$ cat config.mk
export PLATFORM = sky130hd
export DESIGN_NAME = program_loader_flat
export DESIGN_NICKNAME = d
export VERILOG_FILES = /design/src/rtl/program_loader_if.sv /design/src/rtl/program_loader.sv /design/src/flat_wrapper.sv
export SDC_FILE = /design/constraint.sdc
export NUM_CORES = 1
export LEC_CHECK = 0
export BUFFER_PORTS_ARGS = -buffer_cell sky130_fd_sc_hd__buf_2
export CORE_MARGIN = 3
export CORE_UTILIZATION = 54
export CTS_CLUSTER_SIZE = 20
export DETAILED_ROUTE_END_ITERATION = 12
export GPL_TIMING_DRIVEN = 0
export PLACE_DENSITY = 0.71
export SYNTH_ARGS = -nofsm -noshare
export SYNTH_HDL_FRONTEND = slang
export SYNTH_SLANG_ARGS = --single-unit
export TNS_END_PERCENT = 100
$ cat constraint.sdc
create_clock -name clk -period 7.7 [get_ports clk]
set_input_delay 0.385 -clock clk [delete_from_list [all_inputs] [get_ports clk]]
set_output_delay 0.385 -clock clk [all_outputs]
set_load 0.01 [all_outputs]
$ cat src/rtl/program_loader_if.sv
// Host write port of the program loader: one image word per valid/ready handshake.
interface program_loader_if #(
  parameter int N = 4
);
  logic         wr_valid;
  logic         wr_ready;
  logic [7:0]   wr_prog;
  logic [N-1:0] wr_data;
  logic         wr_last;

  modport master (output wr_valid, wr_prog, wr_data, wr_last, input wr_ready);
  modport slave  (input wr_valid, wr_prog, wr_data, wr_last, output wr_ready);
endinterface

$ cat src/rtl/program_loader.sv
// Buffers a 16-entry program/data image from a host, then replays it to the CPU
// as 16 three-cycle load strobes before enabling the CPU run clock.
module program_loader #(
  parameter int N     = 4,
  parameter int DEPTH = 16
) (
  input  logic                   clk,
  input  logic                   reset,
  program_loader_if.slave        wr,
  input  logic                   start,
  output logic                   ld_clk,
  output logic [7:0]             ld_prog,
  output logic [N-1:0]           ld_data,
  output logic [4:0]             fill_count,
  output logic                   busy,
  output logic                   cpu_go
);

  typedef enum logic [2:0] {FILL, LOADED, SETUP, PULSE, HOLD, DONE} state_t;

  localparam logic [4:0] LAST_IDX = 5'(DEPTH - 1);
  localparam logic [7:0] HLT      = 8'hF0;

  state_t       state;
  logic [4:0]   idx;
  logic [4:0]   next_idx;
  logic         accept;
  logic [7:0]   entry_prog;
  logic [N-1:0] entry_data;

  logic [7:0]   prog_mem [DEPTH];
  logic [N-1:0] data_mem [DEPTH];

  assign accept = wr.wr_valid & wr.wr_ready;

  // Index of the entry presented on the next entry into SETUP.
  assign next_idx = (state == HOLD) ? idx + 5'd1 : 5'd0;

  // NOTE: default every always_comb output first so no path leaves it unassigned (latch).
  always_comb begin
    entry_prog = HLT;
    entry_data = '0;
    if (next_idx < fill_count) begin
      entry_prog = prog_mem[next_idx[3:0]];
      entry_data = data_mem[next_idx[3:0]];
    end
  end

  // NOTE: image storage has no reset; unwritten entries are masked by the padding mux.
  always_ff @(posedge clk) begin
    if (state == FILL && accept) begin
      prog_mem[fill_count[3:0]] <= wr.wr_prog;
      data_mem[fill_count[3:0]] <= wr.wr_data;
    end
  end

  // NOTE: sequential state uses non-blocking assignments so all registers update together.
  always_ff @(posedge clk) begin
    if (reset) begin
      state       <= FILL;
      idx         <= '0;
      wr.wr_ready <= 1'b0;
      ld_clk      <= 1'b0;
      ld_prog     <= '0;
      ld_data     <= '0;
      fill_count  <= '0;
      busy        <= 1'b0;
      cpu_go      <= 1'b0;
    end else begin
      case (state)
        FILL: begin
          wr.wr_ready <= 1'b1;
          if (accept) begin
            fill_count <= fill_count + 5'd1;
            // Either marker closes the image; on the 16th word with wr_last both agree.
            if (wr.wr_last || fill_count == LAST_IDX) begin
              state       <= LOADED;
              wr.wr_ready <= 1'b0;
            end
          end
        end
        LOADED: begin
          if (start) begin
            state   <= SETUP;
            idx     <= next_idx;
            ld_prog <= entry_prog;
            ld_data <= entry_data;
            busy    <= 1'b1;
          end
        end
        SETUP: begin
          state  <= PULSE;
          ld_clk <= 1'b1;
        end
        PULSE: begin
          state  <= HOLD;
          ld_clk <= 1'b0;
        end
        HOLD: begin
          if (idx == LAST_IDX) begin
            state  <= DONE;
            busy   <= 1'b0;
            cpu_go <= 1'b1;
          end else begin
            state   <= SETUP;
            idx     <= next_idx;
            ld_prog <= entry_prog;
            ld_data <= entry_data;
          end
        end
        DONE: begin
          state <= DONE;
        end
        default: begin
          state <= FILL;
        end
      endcase
    end
  end

endmodule
$ cat src/flat_wrapper.sv
// flat-port wrapper written by rule: the top's interface ports become plain ports
module program_loader_flat 
#(
  parameter int N     = 4,
  parameter int DEPTH = 16
)
  (clk, reset, start, ld_clk, ld_prog, ld_data, fill_count, busy, cpu_go, wr_wr_valid, wr_wr_prog, wr_wr_data, wr_wr_last, wr_wr_ready);
  program_loader_if #(.N(N)) wr_i ();
  input  logic clk;
  input  logic reset;
  input  logic start;
  output logic ld_clk;
  output logic [7:0] ld_prog;
  output logic [N-1:0] ld_data;
  output logic [4:0] fill_count;
  output logic busy;
  output logic cpu_go;
  input wire logic [$bits(wr_i.wr_valid)-1:0] wr_wr_valid;
  input wire logic [$bits(wr_i.wr_prog)-1:0] wr_wr_prog;
  input wire logic [$bits(wr_i.wr_data)-1:0] wr_wr_data;
  input wire logic [$bits(wr_i.wr_last)-1:0] wr_wr_last;
  output wire logic [$bits(wr_i.wr_ready)-1:0] wr_wr_ready;
  assign wr_i.wr_valid = wr_wr_valid;
  assign wr_i.wr_prog = wr_wr_prog;
  assign wr_i.wr_data = wr_wr_data;
  assign wr_i.wr_last = wr_wr_last;
  assign wr_wr_ready = wr_i.wr_ready;
  program_loader #(.N(N), .DEPTH(DEPTH)) u_core (.clk(clk), .reset(reset), .wr(wr_i), .start(start), .ld_clk(ld_clk), .ld_prog(ld_prog), .ld_data(ld_data), .fill_count(fill_count), .busy(busy), .cpu_go(cpu_go));
endmodule
==> results by group <==
Power
  • Cell-internal power: 1975 uW
  • Leakage power: 0.003313 uW
  • Power per cell area: 240.7 nW/um2
  • Clock network fraction of total power: 43.8%
  • Net load switching power: 475.3 uW
  • Maximum resistive drop on vdd: 0.1398 mV
  • Part of the total power dissipated in combinational logic: 2.5%
  • Post-layout total power: 2450 uW
  • Seq pwr share: 53.7%
  • Switching power as a share of total power: 19.40%

Floorplan
  • Width of the die: 134.5 um
  • I/O pin total: 38
  • Site row count: 46
  • Initial core utilization: 55.75%
  • Die height: 134.5 um
  • Core Box Area: 16000 um2
  • Die footprint: 18100 um2

Drt
  • Detailed route wirelength on metal3: 1.911 mm
  • Routed length per placed instance: 22.52 um
  • DRT antenna net count: 0
  • Number of design-rule violations left by the first detailed-router iteration: 599
  • DRT Wirelength: 20.47 mm
  • Highest metal used: met4
  • Count of unresolved DRC violations after routing: 0
  • Length of routed met2 wiring: 9.292 mm
  • Initial DRT Pass Iterations: 5
  • Via count of the routed design: 5589
  • Average vias per placed instance: 6.149
  • DRT met1 WL: 8.781 mm

Hold path
  • Class of the worst hold path: input port to register
  • Cell depth of the worst hold path: 1
  • Destination of the worst hold path: u_core.prog_mem[6][0]$_DFFE_PP_
  • Hold wc startpoint: wr_wr_prog[0]

Final layout
  • Design area: 10180 um2
  • Antenna fix cells: 0
  • Final nets: 705
  • Number of standard cells in the layout, taps in and fillers out: 909
  • Share of final-layout standard cells stronger than drive strength 1: 16.45%
  • Relative area change from synthesis to final layout: 14.13%

Clock tree
  • CTS Sinks: 221
  • Post-CTS Hold Buffers: 0
  • CTS resizes: 0
  • Num CTS Buffers: 22
  • H-tree Lvls: 1
  • CTS tree: yes
  • Buffer count from post-CTS setup fixing: 0
  • Worst-path clk slew: 0.06 ns
  • Clk buf depth: 3
  • Library cell used as clock root buffer: clkbuf_16
  • Clock Latency Late Sink: 0.50 ns

Global route
  • Antenna violations before repair: 0
  • Gr ovfl total: 0
  • Pin count of the biggest net entering global routing: 17
  • Via count of the first global-routing pass: 5517
  • Global-route wire length before repair: 31.82 mm
  • GRT Overall Usage: 23.04%

Placed design
  • Detailed placer's ending HPWL: 13.77 mm
  • Number of buffers inserted by port buffering: 37
  • Routability congestion estimate from global placement: 0.8983
  • Dpl cell area: 9440 um2
  • Post-Place Setup Slack: 4.279 ns
  • Count of placed standard cells including taps: 869

STA
  • Post-route fraction of the period consumed by the critical path: 45.65%
  • Clock Skews: 0.007612 ns
  • Maximum clock rate: 0.2845 GHz
  • Setup TNS: 0 ns
  • Least-Margin Pin Slew: 1.357 ns
  • Setup repair after global routing missed its margin: no
  • Slew margin rel.: 9.200%
  • Final critical delay including setup and external delays: 3.515 ns
  • Number of failing hold endpoints at the final stage: 0
  • Number of max-slew violations in the final report: 0
  • Worst Slack Setup Final: 4.185 ns
  • Setup-failing EPs final: 0

Synth
  • Synth async-reset ratio: 0%
  • Post-synthesis area per instance: 14.57 um2
  • Number of distinct standard cells referenced by the synthesized netlist: 52
  • Post-Synthesis Cells: 612
  • Cells taking the most area after synthesis: edfxtp_1, dfxtp_1, mux2i_1
  • Post-synth EDFFs: 192
  • Syn Nets: 639
  • Most used flip-flop cell after synthesis: edfxtp_1
  • Yosys Warn Count: 0
  • Yosys top cell area share: 64.64%
  • Syn Std Cell Area: 8920 um2
  • Sequential area share after synthesis: 71.15%
  • #FFs+latches synth: 221
  • Cell type contributing the most total cell area after synthesis: edfxtp_1

Setup path
  • Startpoint Class: register
  • Cell depth of the worst flop-to-flop path: 11
  • Startpoint of the worst-slack reg-to-reg timing path: u_core.idx[1]$_SDFFE_PP0P_
  • Flop-to-flop setup slack: 4.19 ns
  • Maximum net fanout on the critical path: 10
  • Worst flop-to-flop path endpoint: u_core.ld_prog[6]$_SDFFE_PP0P_
  • Required time reported for the critical path endpoint: 8.05 ns
  • Arr. time, crit path: 3.86 ns
  • Endpoint kind of the worst setup timing path: register
  • Category of the critical setup timing path: register to register

Flow run
  • Max-capacitance violation count: 0

Outcome
  • Outcome: completed
[power by group through the flow]
stage          clock network [uW]  logic, uW  registers [uW]
5_1_grt                      1140       66.9            1320
6_report                     1070       61.1            1310
2_1_floorplan                   0       26.7            1340
3_3_place_gp                    0       55.6            1340
3_5_place_dp                    0       60.6            1340
4_1_cts                      1080       60.9            1310
[critical path: stages (launching register included)]
cell	delay [ns]
dfxtp_1	0.33
ha_1	0.28
clkbuf_1	0.39
nand2_1	0.33
inv_1	0.13
buf_2	0.28
ha_1	0.30
o21a_1	0.11
o311ai_1	0.42
nand2b_1	0.10
a211oi_1	0.54
a211oi_1	0.15
[metal layers]
layer | up-vias | GRT usage, %
li1 | 2509 | -
met1 | 2765 | 34.59
met2 | 279 | 35.00
met3 | 36 | 4.173
met4 | 0 | 6.957
met5 | - | 0
[cells by family (layout without fill, tap and decap cells)]
kind of cell             Yosys count  after routing  synth area share (%)
AO/OA/AOI/OAI                    150            150                 11.33
XOR/XNOR                           7              7                0.7715
adder cells (fa/ha/maj)           10             10                 1.403
buffers and inverters             44            125                 2.216
flip-flops                       221            221                 71.15
multiplexers                      41             41                 5.863
AND/OR/NAND/NOR                  139            139                 7.266
[stage by stage]
step	hold slack (ns)	util [%]
global placement	0.4367	58.59
CTS	0.2392	63.55
detailed placement	0.4390	59.00
floorplan	0.4533	-
global route	0.2591	63.62
finish	0.2617	63.62
[cell usage in the layout (no fill, tap or decap), types with 5 or more instances in the layout]
master and n:
and3_1 8, clkinv_2 5, nand2_1 52, edfxtp_1 192
a32oi_1 5, ha_1 10, nor3_1 11, o21ai_0 37
o31a_1 5, buf_6 5, clkbuf_16 23, a21oi_1 26
a221o_1 8, o211ai_1 8, mux4_2 9, xnor2_1 6
a211oi_1 19, nand3_1 7, dfxtp_1 29, buf_2 51
nor2_1 40, a221oi_1 5, inv_1 7, mux2i_1 32
o22ai_1 10, clkbuf_1 18
[flip-flops by register name, indices dropped and copies added (netlist names)]
register / cells
u_core.ld_data: 4
u_core.state: 3
u_core.ld_clk: 1
u_core.ld_prog: 8
u_core.idx: 5
u_core.data_mem: 64
u_core.cpu_go: 1
u_core.wr.wr_ready: 1
u_core.fill_count: 5
u_core.prog_mem: 128
u_core.busy: 1
[cells in the mapped netlist, types with 2 or more instances]
cell      number
a211o_1        4
a211oi_1      19
a21boi_0       3
a21o_1         2
a21oi_1       26
a221o_1        8
a221oi_1       5
a22o_1         4
a31oi_1        3
a32oi_1        5
and3_1         8
buf_1          3
buf_2         14
buf_4          4
clkbuf_1      14
dfxtp_1       29
edfxtp_1     192
ha_1          10
inv_1          7
inv_2          2
mux2i_1       32
mux4_2         9
nand2_1       52
nand3_1        7
nor2_1        40
nor2b_1        2
nor3_1        15
nor4_1         2
o211ai_1       8
o21ai_0       37
o22ai_1       10
o31a_1         5
o31ai_1        3
or3_1          4
or3b_1         2
xnor2_1        6
[final cells by class]
| cell class | instances | area, um2 |
|---|---|---|
| flip-flops and latches | 221 | 6346 |
| fillers | 1167 | 5821 |
| multi-input cells | 347 | 2396 |
| clock buffers | 27 | 590.6 |
| well taps | 216 | 270.3 |
| repair buffers | 42 | 241.5 |
| plain buffers | 35 | 163.9 |
| clock inverters | 12 | 137.6 |
| inverters | 9 | 33.78 |
[how the worst max path moves through the flow]
stage | start | to | depth (start not counted)
2_1_floorplan | u_core.idx[1]$_SDFFE_PP0P_ | u_core.ld_prog[4]$_SDFFE_PP0P_ | 12
3_3_place_gp | u_core.state[1]$_SDFFE_PP0P_ | u_core.prog_mem[3][4]$_DFFE_PP_ | 6
3_5_place_dp | u_core.idx[1]$_SDFFE_PP0P_ | u_core.ld_prog[6]$_SDFFE_PP0P_ | 11
4_1_cts | u_core.idx[1]$_SDFFE_PP0P_ | u_core.ld_prog[6]$_SDFFE_PP0P_ | 11
5_1_grt | u_core.idx[1]$_SDFFE_PP0P_ | u_core.ld_prog[4]$_SDFFE_PP0P_ | 11
6_report | u_core.idx[1]$_SDFFE_PP0P_ | u_core.ld_prog[6]$_SDFFE_PP0P_ | 11
Note: power is estimated with default switching activity, not from simulation.
